$ cat src/rtl/fft_io_pkg.sv
// rtl/fft_io_pkg.sv - shared types and constants for the FFT frame I/O scheduler
package fft_io_pkg;

  typedef enum logic [1:0] {
    FILL    = 2'd0,
    READY   = 2'd1,
    COMPUTE = 2'd2
  } state_t;

  localparam logic [1:0] OUT_EN_RE = 2'd1;
  localparam logic [1:0] OUT_EN_IM = 2'd2;

  localparam int ERR_UNDERRUN = 0;
  localparam int ERR_RES_OVF  = 1;
  localparam int ERR_SEQ      = 2;

endpackage

$ cat src/rtl/fft_io_sched_if.sv
// rtl/fft_io_sched_if.sv - sample source, core I/O and result signals of fft_io_sched
interface fft_io_sched_if #(
  parameter int IN_W  = 23,
  parameter int OUT_W = 32
);
  logic [IN_W-1:0]  src_data;
  logic             src_valid;
  logic             src_ready;
  logic [IN_W-1:0]  proc_io_in;
  logic             proc_req_in;
  logic [OUT_W-1:0] proc_io_out;
  logic [1:0]       proc_out_en;
  logic             proc_itr;
  logic [OUT_W-1:0] res_re;
  logic [OUT_W-1:0] res_im;
  logic             res_valid;
  logic             res_ready;
  logic [15:0]      frame_cnt;
  logic [2:0]       err_flags;

  modport slave (
    input  src_data, src_valid, proc_req_in, proc_io_out, proc_out_en, res_ready,
    output src_ready, proc_io_in, proc_itr, res_re, res_im, res_valid, frame_cnt, err_flags
  );

  modport master (
    output src_data, src_valid, proc_req_in, proc_io_out, proc_out_en, res_ready,
    input  src_ready, proc_io_in, proc_itr, res_re, res_im, res_valid, frame_cnt, err_flags
  );
endinterface

$ cat src/rtl/fft_frame_buf.sv
// rtl/fft_frame_buf.sv - NPTS x IN_W frame register file, synchronous write, asynchronous read
module fft_frame_buf #(
  parameter int IN_W   = 23,
  parameter int NPTS   = 16,
  parameter int ADDR_W = 4
) (
  input  logic              clk,
  input  logic              i_we,
  input  logic [ADDR_W-1:0] i_waddr,
  input  logic [IN_W-1:0]   i_wdata,
  input  logic [ADDR_W-1:0] i_raddr,
  output logic [IN_W-1:0]   o_rdata
);
  logic [IN_W-1:0] r_mem [NPTS];

  always_ff @(posedge clk) begin
    if (i_we) r_mem[i_waddr] <= i_wdata;
  end

  assign o_rdata = r_mem[i_raddr];
endmodule

$ cat src/rtl/fft_io_sched.sv
// rtl/fft_io_sched.sv - frame buffer, core input serving and result pairing for proc_fft
module fft_io_sched
  import fft_io_pkg::*;
#(
  parameter int IN_W   = 23,
  parameter int OUT_W  = 32,
  parameter int NPTS   = 16,
  parameter int ADDR_W = 4
) (
  input logic          clk,
  input logic          rst,
  fft_io_sched_if.slave bus
);
  localparam logic [ADDR_W-1:0] LAST = ADDR_W'(NPTS - 1);

  state_t            r_state;
  logic [ADDR_W-1:0] r_wr_ptr;
  logic [ADDR_W-1:0] r_rd_ptr;
  logic [ADDR_W-1:0] r_pair_cnt;
  logic              r_src_ready;
  logic              r_itr;
  logic              r_re_pend;
  logic [OUT_W-1:0]  r_re_hold;
  logic [OUT_W-1:0]  r_res_re;
  logic [OUT_W-1:0]  r_res_im;
  logic              r_res_valid;
  logic [15:0]       r_frame_cnt;
  logic [2:0]        r_err;

  logic              w_wr_en;
  logic              w_rd_en;
  logic              w_re_in;
  logic              w_im_in;
  logic              w_pair;
  logic              w_res_busy;
  logic [IN_W-1:0]   w_rd_data;

  assign w_wr_en    = r_src_ready && bus.src_valid && (r_state == FILL);
  assign w_rd_en    = bus.proc_req_in && (r_state == READY);
  assign w_re_in    = (bus.proc_out_en == OUT_EN_RE);
  assign w_im_in    = (bus.proc_out_en == OUT_EN_IM);
  assign w_pair     = w_im_in && r_re_pend;
  assign w_res_busy = r_res_valid && !bus.res_ready;

  fft_frame_buf #(
    .IN_W  (IN_W),
    .NPTS  (NPTS),
    .ADDR_W(ADDR_W)
  ) u_buf (
    .clk    (clk),
    .i_we   (w_wr_en),
    .i_waddr(r_wr_ptr),
    .i_wdata(bus.src_data),
    .i_raddr(r_rd_ptr),
    .o_rdata(w_rd_data)
  );

  always_ff @(posedge clk) begin
    if (rst) begin
      r_state     <= FILL;
      r_wr_ptr    <= '0;
      r_rd_ptr    <= '0;
      r_pair_cnt  <= '0;
      r_src_ready <= 1'b0;
      r_itr       <= 1'b0;
      r_frame_cnt <= '0;
    end else begin
      r_itr <= 1'b0;
      case (r_state)
        FILL: begin
          r_src_ready <= 1'b1;
          if (w_wr_en) begin
            r_wr_ptr <= r_wr_ptr + 1'b1;
            if (r_wr_ptr == LAST) begin
              r_state     <= READY;
              r_itr       <= 1'b1;
              r_src_ready <= 1'b0;
            end
          end
        end
        READY: begin
          r_src_ready <= 1'b0;
          if (w_rd_en) begin
            // Pointer wraps to zero on the last read, leaving it cleared for COMPUTE.
            r_rd_ptr <= r_rd_ptr + 1'b1;
            if (r_rd_ptr == LAST) r_state <= COMPUTE;
          end
        end
        COMPUTE: begin
          r_src_ready <= 1'b0;
          if (w_pair) begin
            r_pair_cnt <= r_pair_cnt + 1'b1;
            if (r_pair_cnt == LAST) begin
              r_frame_cnt <= r_frame_cnt + 1'b1;
              r_wr_ptr    <= '0;
              r_state     <= FILL;
              r_src_ready <= 1'b1;
            end
          end
        end
        default: begin
          r_state     <= FILL;
          r_src_ready <= 1'b0;
        end
      endcase
    end
  end

  // Pairing of real/imag core outputs and the single-entry result register.
  always_ff @(posedge clk) begin
    if (rst) begin
      r_re_pend   <= 1'b0;
      r_re_hold   <= '0;
      r_res_re    <= '0;
      r_res_im    <= '0;
      r_res_valid <= 1'b0;
      r_err       <= '0;
    end else begin
      if (bus.proc_req_in && (r_state != READY)) r_err[ERR_UNDERRUN] <= 1'b1;

      if (w_re_in) begin
        r_re_hold <= bus.proc_io_out;
        r_re_pend <= 1'b1;
        if (r_re_pend) r_err[ERR_SEQ] <= 1'b1;
      end else if (w_im_in) begin
        r_re_pend <= 1'b0;
        if (!r_re_pend || (r_state != COMPUTE)) r_err[ERR_SEQ] <= 1'b1;
      end

      if (w_pair) begin
        if (w_res_busy) begin
          r_err[ERR_RES_OVF] <= 1'b1;
        end else begin
          r_res_re    <= r_re_hold;
          r_res_im    <= bus.proc_io_out;
          r_res_valid <= 1'b1;
        end
      end else if (r_res_valid && bus.res_ready) begin
        r_res_valid <= 1'b0;
      end
    end
  end

  assign bus.src_ready  = r_src_ready;
  assign bus.proc_io_in = w_rd_en ? w_rd_data : '0;
  assign bus.proc_itr   = r_itr;
  assign bus.res_re     = r_res_re;
  assign bus.res_im     = r_res_im;
  assign bus.res_valid  = r_res_valid;
  assign bus.frame_cnt  = r_frame_cnt;
  assign bus.err_flags  = r_err;
endmodule

$ cat src/flat_wrapper.sv
// flat-port wrapper written by rule: the top's interface ports become plain ports
module fft_io_sched_flat import fft_io_pkg::*;
#(
  parameter int IN_W   = 23,
  parameter int OUT_W  = 32,
  parameter int NPTS   = 16,
  parameter int ADDR_W = 4
)
  (clk, rst, bus_src_data, bus_src_valid, bus_proc_req_in, bus_proc_io_out, bus_proc_out_en, bus_res_ready, bus_src_ready, bus_proc_io_in, bus_proc_itr, bus_res_re, bus_res_im, bus_res_valid, bus_frame_cnt, bus_err_flags);
  fft_io_sched_if #(.IN_W(IN_W), .OUT_W(OUT_W)) bus_i ();
  input logic clk;
  input logic rst;
  input wire logic [$bits(bus_i.src_data)-1:0] bus_src_data;
  input wire logic [$bits(bus_i.src_valid)-1:0] bus_src_valid;
  input wire logic [$bits(bus_i.proc_req_in)-1:0] bus_proc_req_in;
  input wire logic [$bits(bus_i.proc_io_out)-1:0] bus_proc_io_out;
  input wire logic [$bits(bus_i.proc_out_en)-1:0] bus_proc_out_en;
  input wire logic [$bits(bus_i.res_ready)-1:0] bus_res_ready;
  output wire logic [$bits(bus_i.src_ready)-1:0] bus_src_ready;
  output wire logic [$bits(bus_i.proc_io_in)-1:0] bus_proc_io_in;
  output wire logic [$bits(bus_i.proc_itr)-1:0] bus_proc_itr;
  output wire logic [$bits(bus_i.res_re)-1:0] bus_res_re;
  output wire logic [$bits(bus_i.res_im)-1:0] bus_res_im;
  output wire logic [$bits(bus_i.res_valid)-1:0] bus_res_valid;
  output wire logic [$bits(bus_i.frame_cnt)-1:0] bus_frame_cnt;
  output wire logic [$bits(bus_i.err_flags)-1:0] bus_err_flags;
  assign bus_i.src_data = bus_src_data;
  assign bus_i.src_valid = bus_src_valid;
  assign bus_i.proc_req_in = bus_proc_req_in;
  assign bus_i.proc_io_out = bus_proc_io_out;
  assign bus_i.proc_out_en = bus_proc_out_en;
  assign bus_i.res_ready = bus_res_ready;
  assign bus_src_ready = bus_i.src_ready;
  assign bus_proc_io_in = bus_i.proc_io_in;
  assign bus_proc_itr = bus_i.proc_itr;
  assign bus_res_re = bus_i.res_re;
  assign bus_res_im = bus_i.res_im;
  assign bus_res_valid = bus_i.res_valid;
  assign bus_frame_cnt = bus_i.frame_cnt;
  assign bus_err_flags = bus_i.err_flags;
  fft_io_sched #(.IN_W(IN_W), .OUT_W(OUT_W), .NPTS(NPTS), .ADDR_W(ADDR_W)) u_core (.clk(clk), .rst(rst), .bus(bus_i));
endmodule
$ cat config.mk
export PLATFORM = sky130hd
export DESIGN_NAME = fft_io_sched_flat
export DESIGN_NICKNAME = d
export VERILOG_FILES = /design/src/rtl/fft_io_pkg.sv /design/src/rtl/fft_io_sched_if.sv /design/src/rtl/fft_frame_buf.sv /design/src/rtl/fft_io_sched.sv /design/src/flat_wrapper.sv
export SDC_FILE = /design/constraint.sdc
export NUM_CORES = 1
export LEC_CHECK = 0
export CORE_MARGIN = 2
export CORE_UTILIZATION = 63
export CTS_CLUSTER_SIZE = 8
export DETAILED_ROUTE_END_ITERATION = 10
export DONT_BUFFER_PORTS = 1
export GPL_TIMING_DRIVEN = 1
export PLACE_DENSITY = 0.79
export SLEW_MARGIN = 20
export SYNTH_ARGS = -nofsm -noshare
export SYNTH_HDL_FRONTEND = slang
export SYNTH_SLANG_ARGS = --single-unit
$ cat constraint.sdc
create_clock -name clk -period 4.2 [get_ports clk]
set_clock_uncertainty 0.05 [all_clocks]
set_input_delay 0.63 -clock clk [delete_from_list [all_inputs] [get_ports clk]]
set_output_delay 0.63 -clock clk [all_outputs]
set_load 0.005 [all_outputs]
; ---- After elaboration in Yosys (flattened, before gate mapping)
; Memory sizes are Yosys's and may differ from the RTL's. A register that Yosys moved wholly into a read port is not among the register bits.
; Cells that the tools add are included.
[totals]
ff_bits = 133
ram_bits = 368
inputBits = 62
mem_count = 1
[memory_table]
columns = memory, words, width, read_ports, rd_ports_with_merged_regs, write_ports, line_no
row1 = u_core.u_buf.r_mem, 16, 23, 1, 1, 1, fft_frame_buf.sv:14  ; logic [IN_W-1:0] r_mem [NPTS];
[classes]
add_sub_neg = 4
n_eq_ne = 17
mux = 31
bitwise_logic = 3
n_reduce_logical = 25
[op_table]
columns = cell, n
row1 = 23-bit 2-to-1 mux, 1
row2 = 4-bit 2-to-1 mux, 5
row3 = "16-bit by 1-bit adder with 16-bit output, second input constant", 1
row4 = 1-bit 2-to-1 mux, 16
row5 = "4-bit by 1-bit adder with 4-bit output, second input constant", 3
row6 = "4-bit == test, second input constant", 3
row7 = 2-bit 2-to-1 mux, 6
row8 = "2-bit by 1-bit inequality test with 1-bit output, second input constant", 5
row9 = "2-bit inequality test, second input constant", 5
row10 = 2-bit AND reduction, 5
row11 = 4-bit one-hot mux with 2 select lines, 1
row12 = 2-bit nonzero test, 4
row13 = 1-bit logical AND, 7
row14 = 2-bit one-hot mux with 3 select lines, 1
row15 = 3-bit AND reduction, 2
row16 = 6-bit AND reduction, 1
row17 = "2-bit by 1-bit == test with 1-bit output, second input constant", 2
row18 = "2-bit == test, second input constant", 2
row19 = 4-bit AND reduction, 1
row20 = 1-bit inverter, 3
row21 = 3-bit OR reduction, 1
row22 = 1-bit logical NOT, 2
row23 = 2-bit logical NOT, 1
row24 = 1-bit one-hot mux with 2 select lines, 1
row25 = 1-bit logical OR, 1

; ---- Depth between registers and ports, before layout
[logic_depth]
ltp_word = 5
mapped_depth = 7
mapped_depth_nobuf = 6

; ---- Hierarchy
; A second synthesis with hierarchy kept.
[unflattened]
hier_cells = 1181
hier_area_um2 = 18961.9
[modules_own_cells]
columns = module, n_inst, cells_per_inst, area_each_um2, seq_area_each_um2
row1 = fft_frame_buf, 1, 585, 13848.3, 11050.6
row2 = fft_io_sched, 1, 596, 5113.7, 2662.6

; ---- Worst setup path before layout
; Ideal clock, no wire load.
[synth_timing]
path_kind = input-to-reg
start = in bus_src_valid
end = mem u_core.u_buf.r_mem[0][0] (enable)
setup_ps = 432
t_arrival_ps = 2859
path_slack_ps = 860
stages = 4
path_buffers = 1
path_cell_list = nor4bb_1 -> clkbuf_1 -> nand2_1 -> nor3_1
[synth_between]
elab_chain_len = 4
[synth_lines]
columns = element, line_no
row1 = "start, declared", flat_wrapper.sv:14  ; input wire logic [$bits(bus_i.src_valid)-1:0] bus_src_valid;
row2 = 1-bit logical AND (2 in a row), fft_io_sched.sv:38  ; assign w_wr_en = r_src_ready && bus.src_valid && (r_state == FILL);
row3 = 1-bit 2-to-1 mux, fft_frame_buf.sv:17  ; if (i_we) r_mem[i_waddr] <= i_wdata;
row4 = 1-bit 2-to-1 mux (not written as such), fft_frame_buf.sv:17
row5 = "end, declared", fft_frame_buf.sv:14
; No other way between the ends.

==> results.sh <==
export IMPL_wl_per_cell_um=26.25
export IMPL_relSlewSlack=0.2801
export IMPL_crit_family="flip-flops"
export IMPL_first_global_vias=10950
export IMPL_antenna_found_initial=0
export IMPL_netlist_top_cell_by_area="edfxtp_1"
export IMPL_syn2layout_area_growth_pct=13.61
export IMPL_finalCritPeriodShare=0.8359
export IMPL_clk_path_buf_depth=3
export IMPL_hold_end="u_core.bus.res_im[0]$_SDFFE_PP0P_"
export IMPL_dp_cells=1509
export IMPL_async_flop_share=0
export IMPL_r2r_end="u_core.u_buf.r_mem[6][11]$_DFFE_PP_"
export IMPL_slowest_stage="dfxtp_4"
export IMPL_route_detailed_drc=0
export IMPL_reg2reg_from="u_core.r_state[1]$_SDFFE_PP0P_"
export IMPL_grt_pass1_wl_mm=64.72
export IMPL_routed_wl_mm=42.18
export IMPL_ant_nets=0
export IMPL_fp_dieH_um=177.4
export IMPL_hold_viol=0
export IMPL_setup_tns_ns=0
export IMPL_path_clk_slew_ns=0.05
export IMPL_ys_seq_elements=505
export IMPL_post_cts_resized=0
export IMPL_n_fill_cell=1802
export IMPL_worstMarginPinSlew_ns=1.080
export IMPL_clock_latency_ns=0.55
export IMPL_critPathBufInv=1
export IMPL_ctsHoldBuffers=0
export IMPL_firstDrtPassIters=8
export IMPL_cpPeakStageDelay_ns=0.71
export IMPL_ir_drop_mv=0.3319
export IMPL_dpl_hpwl_mm=22.19
export IMPL_leakage_nw=6.863
export IMPL_vias=10420
export IMPL_synth_cell_types=49
export IMPL_cp_start_kind="flop"
export IMPL_die_w_um=177.4
export IMPL_drive_gt1_frac=0.1939
export IMPL_yosys_warnings=0
export IMPL_antenna_cells=0
export IMPL_grt_max_degree=136
export IMPL_synth_most_common_cell="edfxtp_1"
export IMPL_crit_type="flop to output port"
export IMPL_num_rows=63
export IMPL_post_cts_repair_setup_buffers=0
export IMPL_synth_edf_count=368
export IMPL_achievable_frequency_ghz=0.2848
export IMPL_rsz0062_at_grt="false"
export IMPL_crit_fanout=31
export IMPL_syn_num_nets=1226
export IMPL_r2r_cells=5
export IMPL_required_ns=3.52
export IMPL_cts_sinks=505
export IMPL_netlist_top_cells_area="edfxtp_1 58%, dfxtp_1 14%, mux4_2 11%"
export IMPL_hp_class="primary input to flop"
export IMPL_grt_usage=0.2782
export IMPL_worstPathArrival_ns=2.83
export IMPL_core_area_sq_um=29640
export IMPL_setup_viol=0
export IMPL_ys_seq_area_frac=0.7285
export IMPL_synthCells=1155
export IMPL_viasPerCell=6.482
export IMPL_htree_num_levels=3
export IMPL_path_cells="buf_12, mux4_2, or4b_2, o211ai_1"
export IMPL_place_gp_congestion=0.7437
export IMPL_cap_viol_max_count=0
export IMPL_numCtsBuffers=73
export IMPL_syn_avg_cell_area_sq_um=16.39
export IMPL_hold_ws_ns=0.09552
export IMPL_die_area_sq_um=31450
export IMPL_synth_cell_area_sq_um=18930
export IMPL_grt_ovfl_total=0
export IMPL_synthTopCellsByCount="368 x edfxtp_1, 150 x nand2_1, 137 x dfxtp_1"
export IMPL_io_buffers=0
export IMPL_start_util=0.6388
export IMPL_ctsRootBufferMaster="clkbuf_16"
export IMPL_first_iter_violations=945
export IMPL_yosysTopAreaCellShare=0.5837
export IMPL_hold_depth=1
export IMPL_fin_crit_ns=3.511
export IMPL_status="finished clean"
export IMPL_cts_tree="built"
export IMPL_finalNetCount=1265
export IMPL_synth_ff_type="edfxtp_1"
export IMPL_drv_slew=0
export IMPL_rrSetupSlack_ns=1.78
export IMPL_worstSetupEndpointType="output port"
export IMPL_power_density_nw_per_um2=498.3
export IMPL_io_pins=171
export IMPL_final_cells=1607
export IMPL_hp_start="rst"
cell usage in the layout (no fill, tap or decap), types with 3 or more instances in the layout:
cell type and instances:
o21ai_0 6, clkbuf_16 75, nand2b_1 4, nor2_1 55
nand2_1 150, nor3_2 5, clkbuf_1 17, a21oi_1 86
mux2i_1 34, a221o_1 22, or4b_2 3, mux4_2 92
xor2_1 7, buf_4 29, and3_1 3, nand4_1 8
ha_1 8, nor2_2 12, dfxtp_1 135, edfxtp_1 368
o31ai_1 5, nand3_1 10, or4_1 4, inv_1 7
nor2b_1 5, a22o_1 22
logic make-up after synthesis:
logic type                 synth area share
DFF                                  0.7285
adders and majority gates          0.005948
and+or+nand+nor                     0.06556
muxes                                0.1280
buffers and inverters               0.01573
AOI/OAI and AO/OA                   0.05207
xor gates and xnor gates           0.004164
flip-flops by register name (all words and copies together), names as in the netlist, named ones only:
| register | cells |
|---|---|
| u_core.r_pair_cnt | 4 |
| u_core.r_state | 2 |
| u_core.bus.res_valid | 1 |
| u_core.bus.src_ready | 1 |
| u_core.r_rd_ptr | 4 |
| u_core.u_buf.r_mem | 368 |
| u_core.bus.res_im | 32 |
| u_core.r_re_hold | 32 |
| u_core.r_re_pend | 1 |
| u_core.bus.frame_cnt | 16 |
| u_core.bus.proc_itr | 1 |
| u_core.bus.res_re | 32 |
| u_core.r_wr_ptr | 4 |
| u_core.bus.err_flags | 3 |
layer usage:
metal  up-vias  share of wire  track usage  wire, um
met5         -              0            0         0
met4         0          0.027      0.09153      1125
met3       100          0.095      0.07776      3996
met2       521           0.50       0.4606     21130
met1      5265           0.38       0.3597     15940
li1       4531              -            -         -
through the flow:
stage                 util  total power [mW]  area (sq um)  worst slack (ns)
global route        0.7257             10.99         21510            0.5367
global placement    0.6576             5.598         19490             1.335
detailed placement  0.6576             5.603         19490             1.295
CTS                 0.7257             10.79         21510            0.6412
floorplan                -             5.592         18930            0.8595
finish              0.7257             10.72         21510            0.6892
final cells by class:
| type | instances | area (sq um) | area share |
|---|---|---|---|
| sequential | 505 | 13800 | 0.6416 |
| multi-input combinational | 576 | 4917 | 0.2286 |
| clock inverter | 6 | 78.83 | 0.003665 |
| tap | 390 | 488.0 | 0.02269 |
| timing repair buffer | 31 | 257.7 | 0.01198 |
| clock buffer | 92 | 1941 | 0.09022 |
| inverter | 7 | 26.28 | 0.001222 |
report_power, final:
part	internal, mW	total (mW)	leakage (nW)	switching, mW
registers	5.40	5.42	4.43	0.0222
clock network	3.21	5.21	0.981	2.00
logic	0.0410	0.0943	1.46	0.0532
total	8.64	10.7	6.86	2.08
worst max-delay path by stage:
| stage | startpoint | endpoint | slack [ns] | cells past startpoint |
|---|---|---|---|---|
| finish | flop | bus_proc_io_in[21] | 0.69 | 4 |
| global placement | flop | bus_proc_io_in[8] | 1.34 | 4 |
| CTS | flop | bus_proc_io_in[21] | 0.64 | 4 |
| floorplan | bus_src_valid | u_core.u_buf.r_mem[0][0]$_DFFE_PP_ | 0.86 | 4 |
| detailed placement | flop | bus_proc_io_in[21] | 1.29 | 5 |
| global route | flop | bus_proc_io_in[21] | 0.54 | 4 |
No activity file was read; power rests on OpenSTA's default activity.
